### config.mk
export PLATFORM = sky130hd
export DESIGN_NAME = clefia_round_sched_flat
export DESIGN_NICKNAME = d
export VERILOG_FILES = /design/src/rtl/clefia_round_sched_if.sv /design/src/rtl/clefia_round_sched.sv /design/src/flat_wrapper.sv
export SDC_FILE = /design/constraint.sdc
export NUM_CORES = 1
export LEC_CHECK = 0
export BUFFER_PORTS_ARGS = -buffer_cell sky130_fd_sc_hd__buf_2
export CAP_MARGIN = 30
export CORE_ASPECT_RATIO = 0.8
export CORE_MARGIN = 4
export CORE_UTILIZATION = 40
export CTS_CLUSTER_DIAMETER = 30
export DETAILED_ROUTE_END_ITERATION = 8
export PLACE_DENSITY_LB_ADDON = 0.25
export REMOVE_ABC_BUFFERS = 1
export SYNTH_ARGS = -nofsm -noshare
export SYNTH_HDL_FRONTEND = slang
export SYNTH_SLANG_ARGS = --single-unit
export TNS_END_PERCENT = 30
### constraint.sdc
create_clock -name clk -period 3.65 [get_ports clk]
set_input_delay 0.9125 -clock clk [delete_from_list [all_inputs] [get_ports clk]]
set_output_delay 0.9125 -clock clk [all_outputs]
set_load 0.005 [all_outputs]
### src/rtl/clefia_round_sched_if.sv
// Block I/O, round-key store and shared F-unit signals of the CLEFIA round scheduler.
// The slave modport is the scheduler, the master modport is its environment.
interface clefia_round_sched_if;
    logic         in_valid;
    logic         in_ready;
    logic [127:0] in_data;
    logic [1:0]   klen;
    logic         dec;
    logic [127:0] wk;
    logic [5:0]   rk_idx;
    logic [31:0]  rk_data;
    logic         f_en;
    logic         f_sel;
    logic [31:0]  f_x;
    logic [31:0]  f_rk;
    logic [31:0]  f_y;
    logic         out_valid;
    logic         out_ready;
    logic [127:0] out_data;

    modport master (
        output in_valid, in_data, klen, dec, wk, rk_data, f_y, out_ready,
        input  in_ready, rk_idx, f_en, f_sel, f_x, f_rk, out_valid, out_data
    );

    modport slave (
        input  in_valid, in_data, klen, dec, wk, rk_data, f_y, out_ready,
        output in_ready, rk_idx, f_en, f_sel, f_x, f_rk, out_valid, out_data
    );
endinterface

### src/rtl/clefia_round_sched.sv
// Iterative CLEFIA GFN4,r scheduler driving one shared F unit (F0 then F1 per round).
// Optional decryption path is built only when CLEFIA_DEC_EN is defined.
module clefia_round_sched #(
    parameter int F_LAT = 0
) (
    input logic                 clk,
    input logic                 rst_n,
    clefia_round_sched_if.slave bus
);
    typedef enum logic [1:0] {IDLE, F0, F1, OUT} state_t;

    state_t       state, state_nxt;
    logic [31:0]  t0, t1, t2, t3;
    logic [31:0]  t0_nxt, t1_nxt, t2_nxt, t3_nxt, t3_x;
    logic [4:0]   rnd, rnd_nxt, last_rnd, last_rnd_in, ridx;
    logic         lat_cnt, lat_nxt, last_cyc;
    logic         ready_q, accept;
    logic [31:0]  wk_in_a, wk_in_b, wk_out_a, wk_out_b;
    logic         f_en_q, f_sel_q, out_valid_q;
    logic [31:0]  f_x_q;
    logic [5:0]   rk_idx_q;
    logic [127:0] out_data_q;

    assign accept = (state == IDLE) && bus.in_valid && ready_q;

    always_comb begin
        case (bus.klen)
            2'd1:    last_rnd_in = 5'd21;
            2'd2:    last_rnd_in = 5'd25;
            default: last_rnd_in = 5'd17;
        endcase
    end

`ifdef CLEFIA_DEC_EN
    logic       dec_q, dec_use;
    logic [4:0] last_rnd_use;

    always_ff @(posedge clk or negedge rst_n) begin
        if (!rst_n)
            dec_q <= 1'b0;
        else if (accept)
            dec_q <= bus.dec;
    end

    // On the accept cycle the mode and round count are not latched yet.
    assign dec_use      = (state == IDLE) ? bus.dec : dec_q;
    assign last_rnd_use = (state == IDLE) ? last_rnd_in : last_rnd;
    assign wk_in_a      = bus.dec ? bus.wk[63:32]  : bus.wk[127:96];
    assign wk_in_b      = bus.dec ? bus.wk[31:0]   : bus.wk[95:64];
    assign wk_out_a     = dec_q   ? bus.wk[127:96] : bus.wk[63:32];
    assign wk_out_b     = dec_q   ? bus.wk[95:64]  : bus.wk[31:0];
    assign ridx         = dec_use ? (last_rnd_use - rnd_nxt) : rnd_nxt;
`else
    assign wk_in_a  = bus.wk[127:96];
    assign wk_in_b  = bus.wk[95:64];
    assign wk_out_a = bus.wk[63:32];
    assign wk_out_b = bus.wk[31:0];
    assign ridx     = rnd_nxt;
`endif

    always_ff @(posedge clk or negedge rst_n) begin
        if (!rst_n)
            state <= IDLE;
        else
            state <= state_nxt;
    end

    // The final F1 cycle folds the T3 update and the branch rotation into one write.
    always_comb begin
        state_nxt = state;
        t0_nxt    = t0;
        t1_nxt    = t1;
        t2_nxt    = t2;
        t3_nxt    = t3;
        rnd_nxt   = rnd;
        lat_nxt   = 1'b0;
        t3_x      = t3 ^ bus.f_y;
        last_cyc  = (F_LAT == 0) || lat_cnt;
        case (state)
            IDLE: begin
                if (accept) begin
                    state_nxt = F0;
                    rnd_nxt   = '0;
                    t0_nxt    = bus.in_data[127:96];
                    t1_nxt    = bus.in_data[95:64] ^ wk_in_a;
                    t2_nxt    = bus.in_data[63:32];
                    t3_nxt    = bus.in_data[31:0] ^ wk_in_b;
                end
            end
            F0: begin
                if (last_cyc) begin
                    t1_nxt    = t1 ^ bus.f_y;
                    state_nxt = F1;
                end else begin
                    lat_nxt = 1'b1;
                end
            end
            F1: begin
                if (!last_cyc) begin
                    lat_nxt = 1'b1;
                end else if (rnd == last_rnd) begin
                    t3_nxt    = t3_x;
                    state_nxt = OUT;
                end else begin
                    rnd_nxt   = rnd + 5'd1;
                    state_nxt = F0;
`ifdef CLEFIA_DEC_EN
                    if (dec_q)
                        {t0_nxt, t1_nxt, t2_nxt, t3_nxt} = {t3_x, t0, t1, t2};
                    else
                        {t0_nxt, t1_nxt, t2_nxt, t3_nxt} = {t1, t2, t3_x, t0};
`else
                    {t0_nxt, t1_nxt, t2_nxt, t3_nxt} = {t1, t2, t3_x, t0};
`endif
                end
            end
            OUT: begin
                if (bus.out_ready)
                    state_nxt = IDLE;
            end
            default: state_nxt = IDLE;
        endcase
    end

    // Outputs are registered from next-state values; F-side outputs hold outside F0/F1.
    always_ff @(posedge clk or negedge rst_n) begin
        if (!rst_n) begin
            t0          <= '0;
            t1          <= '0;
            t2          <= '0;
            t3          <= '0;
            rnd         <= '0;
            last_rnd    <= '0;
            lat_cnt     <= 1'b0;
            ready_q     <= 1'b0;
            f_en_q      <= 1'b0;
            f_sel_q     <= 1'b0;
            f_x_q       <= '0;
            rk_idx_q    <= '0;
            out_valid_q <= 1'b0;
            out_data_q  <= '0;
        end else begin
            t0          <= t0_nxt;
            t1          <= t1_nxt;
            t2          <= t2_nxt;
            t3          <= t3_nxt;
            rnd         <= rnd_nxt;
            lat_cnt     <= lat_nxt;
            ready_q     <= (state_nxt == IDLE);
            f_en_q      <= (state_nxt == F0) || (state_nxt == F1);
            out_valid_q <= (state_nxt == OUT);
            if (accept)
                last_rnd <= last_rnd_in;
            if (state_nxt == F0) begin
                f_sel_q  <= 1'b0;
                f_x_q    <= t0_nxt;
                rk_idx_q <= {ridx, 1'b0};
            end else if (state_nxt == F1) begin
                f_sel_q  <= 1'b1;
                f_x_q    <= t2_nxt;
                rk_idx_q <= {ridx, 1'b1};
            end
            if ((state_nxt == OUT) && (state != OUT))
                out_data_q <= {t0_nxt, t1_nxt ^ wk_out_a, t2_nxt, t3_nxt ^ wk_out_b};
        end
    end

    assign bus.in_ready  = ready_q;
    assign bus.f_en      = f_en_q;
    assign bus.f_sel     = f_sel_q;
    assign bus.f_x       = f_x_q;
    assign bus.f_rk      = bus.rk_data;
    assign bus.rk_idx    = rk_idx_q;
    assign bus.out_valid = out_valid_q;
    assign bus.out_data  = out_data_q;
endmodule
### src/flat_wrapper.sv
// flat-port wrapper written by rule: the top's interface ports become plain ports
module clefia_round_sched_flat 
#(
    parameter int F_LAT = 0
)
  (clk, rst_n, bus_in_valid, bus_in_data, bus_klen, bus_dec, bus_wk, bus_rk_data, bus_f_y, bus_out_ready, bus_in_ready, bus_rk_idx, bus_f_en, bus_f_sel, bus_f_x, bus_f_rk, bus_out_valid, bus_out_data);
  clefia_round_sched_if bus_i ();
  input logic clk;
  input logic rst_n;
  input wire logic [$bits(bus_i.in_valid)-1:0] bus_in_valid;
  input wire logic [$bits(bus_i.in_data)-1:0] bus_in_data;
  input wire logic [$bits(bus_i.klen)-1:0] bus_klen;
  input wire logic [$bits(bus_i.dec)-1:0] bus_dec;
  input wire logic [$bits(bus_i.wk)-1:0] bus_wk;
  input wire logic [$bits(bus_i.rk_data)-1:0] bus_rk_data;
  input wire logic [$bits(bus_i.f_y)-1:0] bus_f_y;
  input wire logic [$bits(bus_i.out_ready)-1:0] bus_out_ready;
  output wire logic [$bits(bus_i.in_ready)-1:0] bus_in_ready;
  output wire logic [$bits(bus_i.rk_idx)-1:0] bus_rk_idx;
  output wire logic [$bits(bus_i.f_en)-1:0] bus_f_en;
  output wire logic [$bits(bus_i.f_sel)-1:0] bus_f_sel;
  output wire logic [$bits(bus_i.f_x)-1:0] bus_f_x;
  output wire logic [$bits(bus_i.f_rk)-1:0] bus_f_rk;
  output wire logic [$bits(bus_i.out_valid)-1:0] bus_out_valid;
  output wire logic [$bits(bus_i.out_data)-1:0] bus_out_data;
  assign bus_i.in_valid = bus_in_valid;
  assign bus_i.in_data = bus_in_data;
  assign bus_i.klen = bus_klen;
  assign bus_i.dec = bus_dec;
  assign bus_i.wk = bus_wk;
  assign bus_i.rk_data = bus_rk_data;
  assign bus_i.f_y = bus_f_y;
  assign bus_i.out_ready = bus_out_ready;
  assign bus_in_ready = bus_i.in_ready;
  assign bus_rk_idx = bus_i.rk_idx;
  assign bus_f_en = bus_i.f_en;
  assign bus_f_sel = bus_i.f_sel;
  assign bus_f_x = bus_i.f_x;
  assign bus_f_rk = bus_i.f_rk;
  assign bus_out_valid = bus_i.out_valid;
  assign bus_out_data = bus_i.out_data;
  clefia_round_sched #(.F_LAT(F_LAT)) u_core (.clk(clk), .rst_n(rst_n), .bus(bus_i));
endmodule
==> impl_metrics.py, run 1 <==
metrics = {
    "setup_path": {
        "path_delay_family": "compound AO/OA/AOI/OAI gates",
        "cp_max_fo": 33,
        "crit_slowest_cell": "buf_4",
        "path_buf_inv": 2,
        "endpoint_kind": "flip-flop",
        "path_class": "flip-flop to flip-flop",
        "cp_common_cell": "buf_4",
        "cp_data_required_time_ps": 4170,
        "start_kind": "flip-flop",
        "cp.arrival_ps": 3740,
        "slowest_delay_ps": 520,
        "path_cells": "or3_1, a2111oi_4, buf_4, buf_4, o21ai_0, o41a_1, nand3_1",
    },
    "cts": {
        "cts_setup_buffers": 0,
        "clkLatencyLatePin_ps": 600,
        "htree_levels": 3,
        "cts_resized": 0,
        "cts_tree": "yes",
        "ctsHoldBuffers": 0,
        "clock-root-buffer": "clkbuf_16",
        "cts_made_buffers": 75,
        "clock_sinks": 307,
        "clkSlewWorstSetupHoldPaths_ps": 50,
        "clk_path_buf_depth": 3,
    },
    "synthesis": {
        "netlist_instances": 1970,
        "synth_commonest_cells": "dfrtp_1 (307), nand2_1 (177), clkbuf_1 (133)",
        "yosysSeqAreaShare_pct": 41.6,
        "synth_flop_cell": "dfrtp_1",
        "yosys_register_bits": 307,
        "async_reset_ff_share_pct": 100,
        "yosysMostFrequentCell": "dfrtp_1",
        "synth_top_area_cell": "dfrtp_1",
        "yosysWarnings": 0,
        "netlist_area_mm2": 0.0185,
        "synth_top_area_share_pct": 41.6,
        "synth.area.top_cells": "dfrtp_1 (42%), xnor2_1 (4.5%), nand2_1 (3.6%)",
        "avgSynthCellArea_um2": 9.38,
        "synth_edf_count": 0,
        "synth.distinct_cells": 61,
    },
    "floorplanning": {
        "rows": 70,
        "initial_utilization_pct": 40.5,
        "chipHeight_um": 200,
        "design.die.area_mm2": 0.0497,
        "ioPinCount": 529,
        "core_mm2": 0.0456,
        "die_x_um": 248,
    },
    "run_status": {
        "outcome": "completed",
    },
    "timing": {
        "setup_viol": 0,
        "fmax_ghz": 0.310,
        "min_period_ps": 3220,
        "final.setup_skew_ps": 28.1,
        "finalHoldViolations": 0,
        "drv_slew": 0,
        "worst_slew_pin_slew_ps": 763,
        "holdWs_ps": 330,
        "timing.final.crit_share_pct": 88.2,
        "worst_slack_ps": 429,
        "rsz0062_at_grt": "no",
        "relSlewSlack_pct": 49.2,
    },
    "placement": {
        "place_ws_ps": 478,
        "gp_congestion": 0.848,
        "port_buffers": 463,
        "dp_hpwl_mm": 49.3,
        "dp_cells": 2913,
    },
    "layout": {
        "fillers": 4186,
        "drive_above_1_share_pct": 31.7,
        "ff_latch_area_mm2": 0.00769,
        "final_util_pct": 52.6,
        "synthToLayoutAreaGrowth_pct": 29.9,
        "multi_input_area_mm2": 0.00964,
        "fin_nets": 2709,
        "stdcell_count": 3055,
    },
    "routing": {
        "dr.pass1.iters": 6,
        "route.detailed.drc": 0,
        "routed_wl_mm": 74.8,
        "wire_per_inst_um": 24.5,
        "viasPerCell": 6.12,
        "dr_total_vias": 18700,
        "drt_iter0_markers": 1894,
        "antenna_violating_nets_post_route": 0,
    },
    "global_route": {
        "grt_pass1_wl_mm": 111,
        "antenna_found_initial": 10,
        "grt_util_all_layers_pct": 29.1,
        "grt_max_degree": 99,
        "overflow": 0,
        "grt_pass1_vias": 18600,
    },
    "power": {
        "switching_share_pct": 43.5,
        "p_per_area_mw_per_mm2": 1110,
        "p_leak_uw": 0.0110,
        "p_comb_share_pct": 49.5,
        "power.share.sequential_pct": 25.3,
        "switchingPower_uw": 11600,
        "p_int_uw": 15000,
        "fin_total_pwr_uw": 26600,
        "max-vdd-ir-drop_mv": 0.737,
        "clockPowerShare_pct": 25.2,
    },
    "hold_path": {
        "hold_path_class": "primary input to async pin",
    },
    "flow_run": {
        "cap_violations": 0,
    },
}
## power groups by stage
stage	clock, µW	sequential, µW	combinational [µW]
2_1_floorplan	0	6490	7680
3_3_place_gp	0	6680	12600
3_5_place_dp	0	6700	13000
4_1_cts	6790	6690	13000
5_1_grt	7000	6920	14200
6_report	6720	6740	13200
## cells by family (layout without fill, tap and decap cells)
group	count (synthesis)	in the layout	share of synthesized area (%)
and+or+nand+nor	607	607	16.6
muxes	41	41	2.48
other	0	8	0
buffers and inverters	282	747	6.71
DFF	307	307	41.6
AOI/OAI and AO/OA	614	614	26.9
adders and majority gates	4	4	0.271
xor gates and xnor gates	115	115	5.45
## sequential cells by signal, summed over array words and instances (netlist names)
signal	count
u_core.bus.f_en	1
u_core.bus.f_x	32
u_core.bus.in_ready	1
u_core.bus.out_data	128
u_core.bus.out_valid	1
u_core.bus.rk_idx	6
u_core.last_rnd	3
u_core.rnd	5
u_core.state	2
u_core.t0	32
u_core.t1	32
u_core.t2	32
u_core.t3	32
## area by class of cell
cell class	count	area share, %
Antenna cell	8	0.0834
Timing Repair Buffer	524	12.4
Multi-Input combinational cell	1381	40.2
Sequential cell	307	32.0
Tap cell	612	3.19
Inverter	89	1.39
Clock buffer	96	8.82
Clock inverter	38	1.87
## worst paths after layout
check,endpoint,cells after the start,startpoint,slack [ps]
worst max-delay path,u_core.bus.out_data[82]$_DFFE_PN0P_,7,u_core.rnd[0]$_DFF_PN0_,430
worst min-delay path,u_core.bus.f_x[15]$_DFFE_PN0P_,1,rst_n,330
worst max register to register,u_core.bus.out_data[82]$_DFFE_PN0P_,7,u_core.rnd[0]$_DFF_PN0_,430
worst min register to register,u_core.bus.out_data[24]$_DFFE_PN0P_,2,u_core.bus.out_data[24]$_DFFE_PN0P_,470
max in group asynchronous,u_core.bus.f_x[29]$_DFFE_PN0P_,2,rst_n,2260
min in group clk,u_core.bus.out_data[24]$_DFFE_PN0P_,2,u_core.bus.out_data[24]$_DFFE_PN0P_,470
## layer usage
metal | up-vias | track usage (%) | part of all wire (%)
li1 | 8236 | - | -
met1 | 9073 | 39.7 | 40
met2 | 1179 | 43.3 | 44
met3 | 191 | 9.34 | 12
met4 | 8 | 10.6 | 3.4
met5 | - | 0 | 0.062
## layout by cell type, fill, tap and decap left out, drive strengths merged, types with 17 or more instances in the layout
cell and instances:
a31oi 32, nand3 61, a221o 64, a22oi 32, buf 524, a21oi 63
xor2 21, nor4 32, o32ai 30, nor3 34, clkinv 17, o221a 33
xnor2 94, o31ai 32, and3 48, o21ai 90, o211ai 17, mux2 38
o31a 47, or2 17, o2111ai 30, nand2 177, inv 92, nor2 106
or3 34, dfrtp 307, nand2b 61, clkbuf 96
## through the flow
stage | TNS, ps | cell area, µm²
finish | 0 | 24000
global route | 0 | 24000
CTS | 0 | 24000
detailed placement | 0 | 21400
global placement | 0 | 21400
floorplan | -955820 | 17600
No activity file was read; power rests on OpenSTA's default activity.
==> run 2: changes to the inputs <==
Settings changed: ABC_AREA set to 1.
==> impl_metrics.py, run 2 <==
metrics = {
    "floorplanning": {
        "rows": 67,
        "core_mm2": 0.0420,
        "die_x_um": 239,
        "design.die.area_mm2": 0.0459,
        "ioPinCount": 529,
        "initial_utilization_pct": 40.5,
        "chipHeight_um": 193,
    },
    "run_status": {
        "outcome": "completed",
    },
    "routing": {
        "dr.pass1.iters": 7,
        "antenna_violating_nets_post_route": 0,
        "wire_per_inst_um": 20.1,
        "dr_total_vias": 17300,
        "drt_iter0_markers": 1398,
        "routed_wl_mm": 66.3,
        "route.detailed.drc": 0,
        "viasPerCell": 5.25,
    },
    "layout": {
        "layout_common_cells": "nand2_1 (864), buf_2 (462), dfrtp_1 (306)",
        "drive_above_1_share_pct": 26.3,
        "fin_nets": 3015,
        "largest_reg_flops": 128,
        "stdcell_count": 3303,
        "final_util_pct": 53.5,
        "final_common_cell": "nand2_1",
        "synthToLayoutAreaGrowth_pct": 32.0,
    },
    "cts": {
        "htree_levels": 3,
        "clk_path_buf_depth": 3,
        "cts_setup_buffers": 0,
        "cts_tree": "yes",
        "clock-root-buffer": "clkbuf_16",
        "clock_sinks": 307,
        "clkSlewWorstSetupHoldPaths_ps": 50,
        "clkLatencyLatePin_ps": 590,
        "cts_made_buffers": 79,
        "cts_resized": 0,
        "ctsHoldBuffers": 0,
    },
    "placement": {
        "gp_congestion": 0.838,
        "dp_hpwl_mm": 42.5,
        "dp_cells": 3155,
        "place_ws_ps": 396,
        "port_buffers": 463,
    },
    "timing": {
        "timing.final.crit_share_pct": 84.9,
        "relSlewSlack_pct": 32.4,
        "worst_slack_ps": 551,
        "drv_slew": 0,
        "fmax_ghz": 0.323,
        "rsz0062_at_grt": "no",
        "finalHoldViolations": 0,
        "worst_slew_pin_slew_ps": 1010,
        "final.setup_skew_ps": 14.8,
        "tns_ps": 0,
        "setup_viol": 0,
        "min_period_ps": 3100,
    },
    "synthesis": {
        "yosysWarnings": 0,
        "muxShareOfSynthArea_pct": 0,
        "async_reset_ff_share_pct": 100,
        "synth.area.top_cells": "dfrtp_1 (45%), nand2_1 (19%), nand3_1 (8.6%)",
        "avgSynthCellArea_um2": 7.60,
        "synth_top_family_by_area": "simple AND/OR/NAND/NOR gates",
        "netlist_area_mm2": 0.0170,
        "synth_edf_count": 0,
        "synth.distinct_cells": 35,
        "yosysMostFrequentCell": "nand2_1",
        "yosysSeqAreaShare_pct": 45.1,
        "synth_top_area_cell": "dfrtp_1",
        "synth_fa_ha_area_share_pct": 0.294,
        "netlist_instances": 2240,
        "synth_compound_area_share_pct": 8.73,
        "synthSimpleGateAreaFrac_pct": 30.4,
        "synth_commonest_cells": "nand2_1 (866), dfrtp_1 (307), nand3_1 (292)",
        "synth_top_area_share_pct": 45.1,
        "synth_xor_area_share_pct": 4.99,
        "synth_flop_cell": "dfrtp_1",
        "yosys_register_bits": 307,
    },
    "setup_path": {
        "reg2reg_from": "u_core.state[1]$_DFF_PN0_",
        "start_kind": "flip-flop",
        "path_class": "flip-flop to flip-flop",
        "endpoint_kind": "flip-flop",
        "cp_data_required_time_ps": 4170,
        "cp.arrival_ps": 3610,
        "cp_max_fo": 21,
        "startpoint": "u_core.state[1]$_DFF_PN0_",
    },
    "power": {
        "p_comb_share_pct": 28.0,
        "switchingPower_uw": 5780,
        "power.share.sequential_pct": 30.4,
        "p_per_area_mw_per_mm2": 753,
        "clockPowerShare_pct": 41.6,
        "p_int_uw": 11100,
        "max-vdd-ir-drop_mv": 0.462,
        "p_leak_uw": 0.0122,
        "switching_share_pct": 34.2,
    },
    "global_route": {
        "grt_util_all_layers_pct": 28.2,
        "grt_pass1_vias": 17600,
        "overflow": 0,
        "grt_pass1_wl_mm": 99.4,
        "grt_max_degree": 107,
        "antenna_found_initial": 5,
        "top_usage_layer": "met2",
        "met1_usage_pct": 36.6,
        "use_met3_pct": 8.72,
        "use_met2_pct": 45.0,
    },
    "flow_run": {
        "cap_violations": 0,
    },
    "hold_path": {
        "hold_path_class": "primary input to async pin",
    },
}
run 2: kinds of logic (layout without fill, tap and decap cells):
family | after synthesis | in the layout
DFF | 307 | 307
and+or+nand+nor | 1241 | 1241
adders and majority gates | 4 | 4
buffers and inverters | 396 | 899
AOI/OAI and AO/OA | 195 | 195
xor gates and xnor gates | 97 | 97
other | 0 | 8
run 2: power by group through the flow:
stage | sequential [µW] | combinational (µW) | clock (µW)
2_1_floorplan | 5070 | 2590 | 0
3_3_place_gp | 5140 | 4570 | 0
3_5_place_dp | 5160 | 4700 | 0
4_1_cts | 5140 | 4750 | 7130
5_1_grt | 5250 | 5290 | 7340
6_report | 5150 | 4740 | 7040
run 2: layer usage:
layer  routed length [µm]  vias to the layer above
li1                     -                     8011
met1                27500                     8296
met2                30200                      871
met3                 6720                      146
met4                 1800                        4
met5                   28                        -
run 2: path summary, 6_finish.rpt:
path	cells past startpoint	slack, ps	end
max in group asynchronous	2	2420	u_core.t1[0]$_DFF_PN0_
min in group clk	2	470	u_core.bus.out_data[45]$_DFFE_PN0P_
max reg2reg	11	550	u_core.bus.f_x[23]$_DFFE_PN0P_
max	11	550	u_core.bus.f_x[23]$_DFFE_PN0P_
min reg2reg	2	470	u_core.bus.out_data[45]$_DFFE_PN0P_
min	1	360	u_core.t0[8]$_DFF_PN0_
run 2: per-stage QoR:
step                      hold slack (ps)  power, µW  instance area, µm²
final                                 362      16900               22500
after global placement                457       9720               19700
after detailed placement              460       9860               19700
after CTS                             370      17000               22400
after global routing                  392      17900               22400
after floorplan                       472       7660               16200
run 2: area by class of cell:
class                           instances  area, µm²
Multi-Input combinational cell       1537       7600
Tap cell                              552        691
Antenna cell                            8       20.0
Timing Repair Buffer                  505       2790
Clock buffer                          106       2300
Inverter                              254        958
Clock inverter                         34        405
Sequential cell                       307       7680
Fill cell                            3948      19500
run 2: critical path, cell delays in order, from the launching register on:
cell,delay [ps]
dfrtp_1,850
nor2_4,100
o21ai_4,90
inv_1,80
nor2_4,170
a21oi_1,90
inv_1,150
ha_2,320
nor2_4,440
buf_4,480
nand2_1,130
nand3_1,100
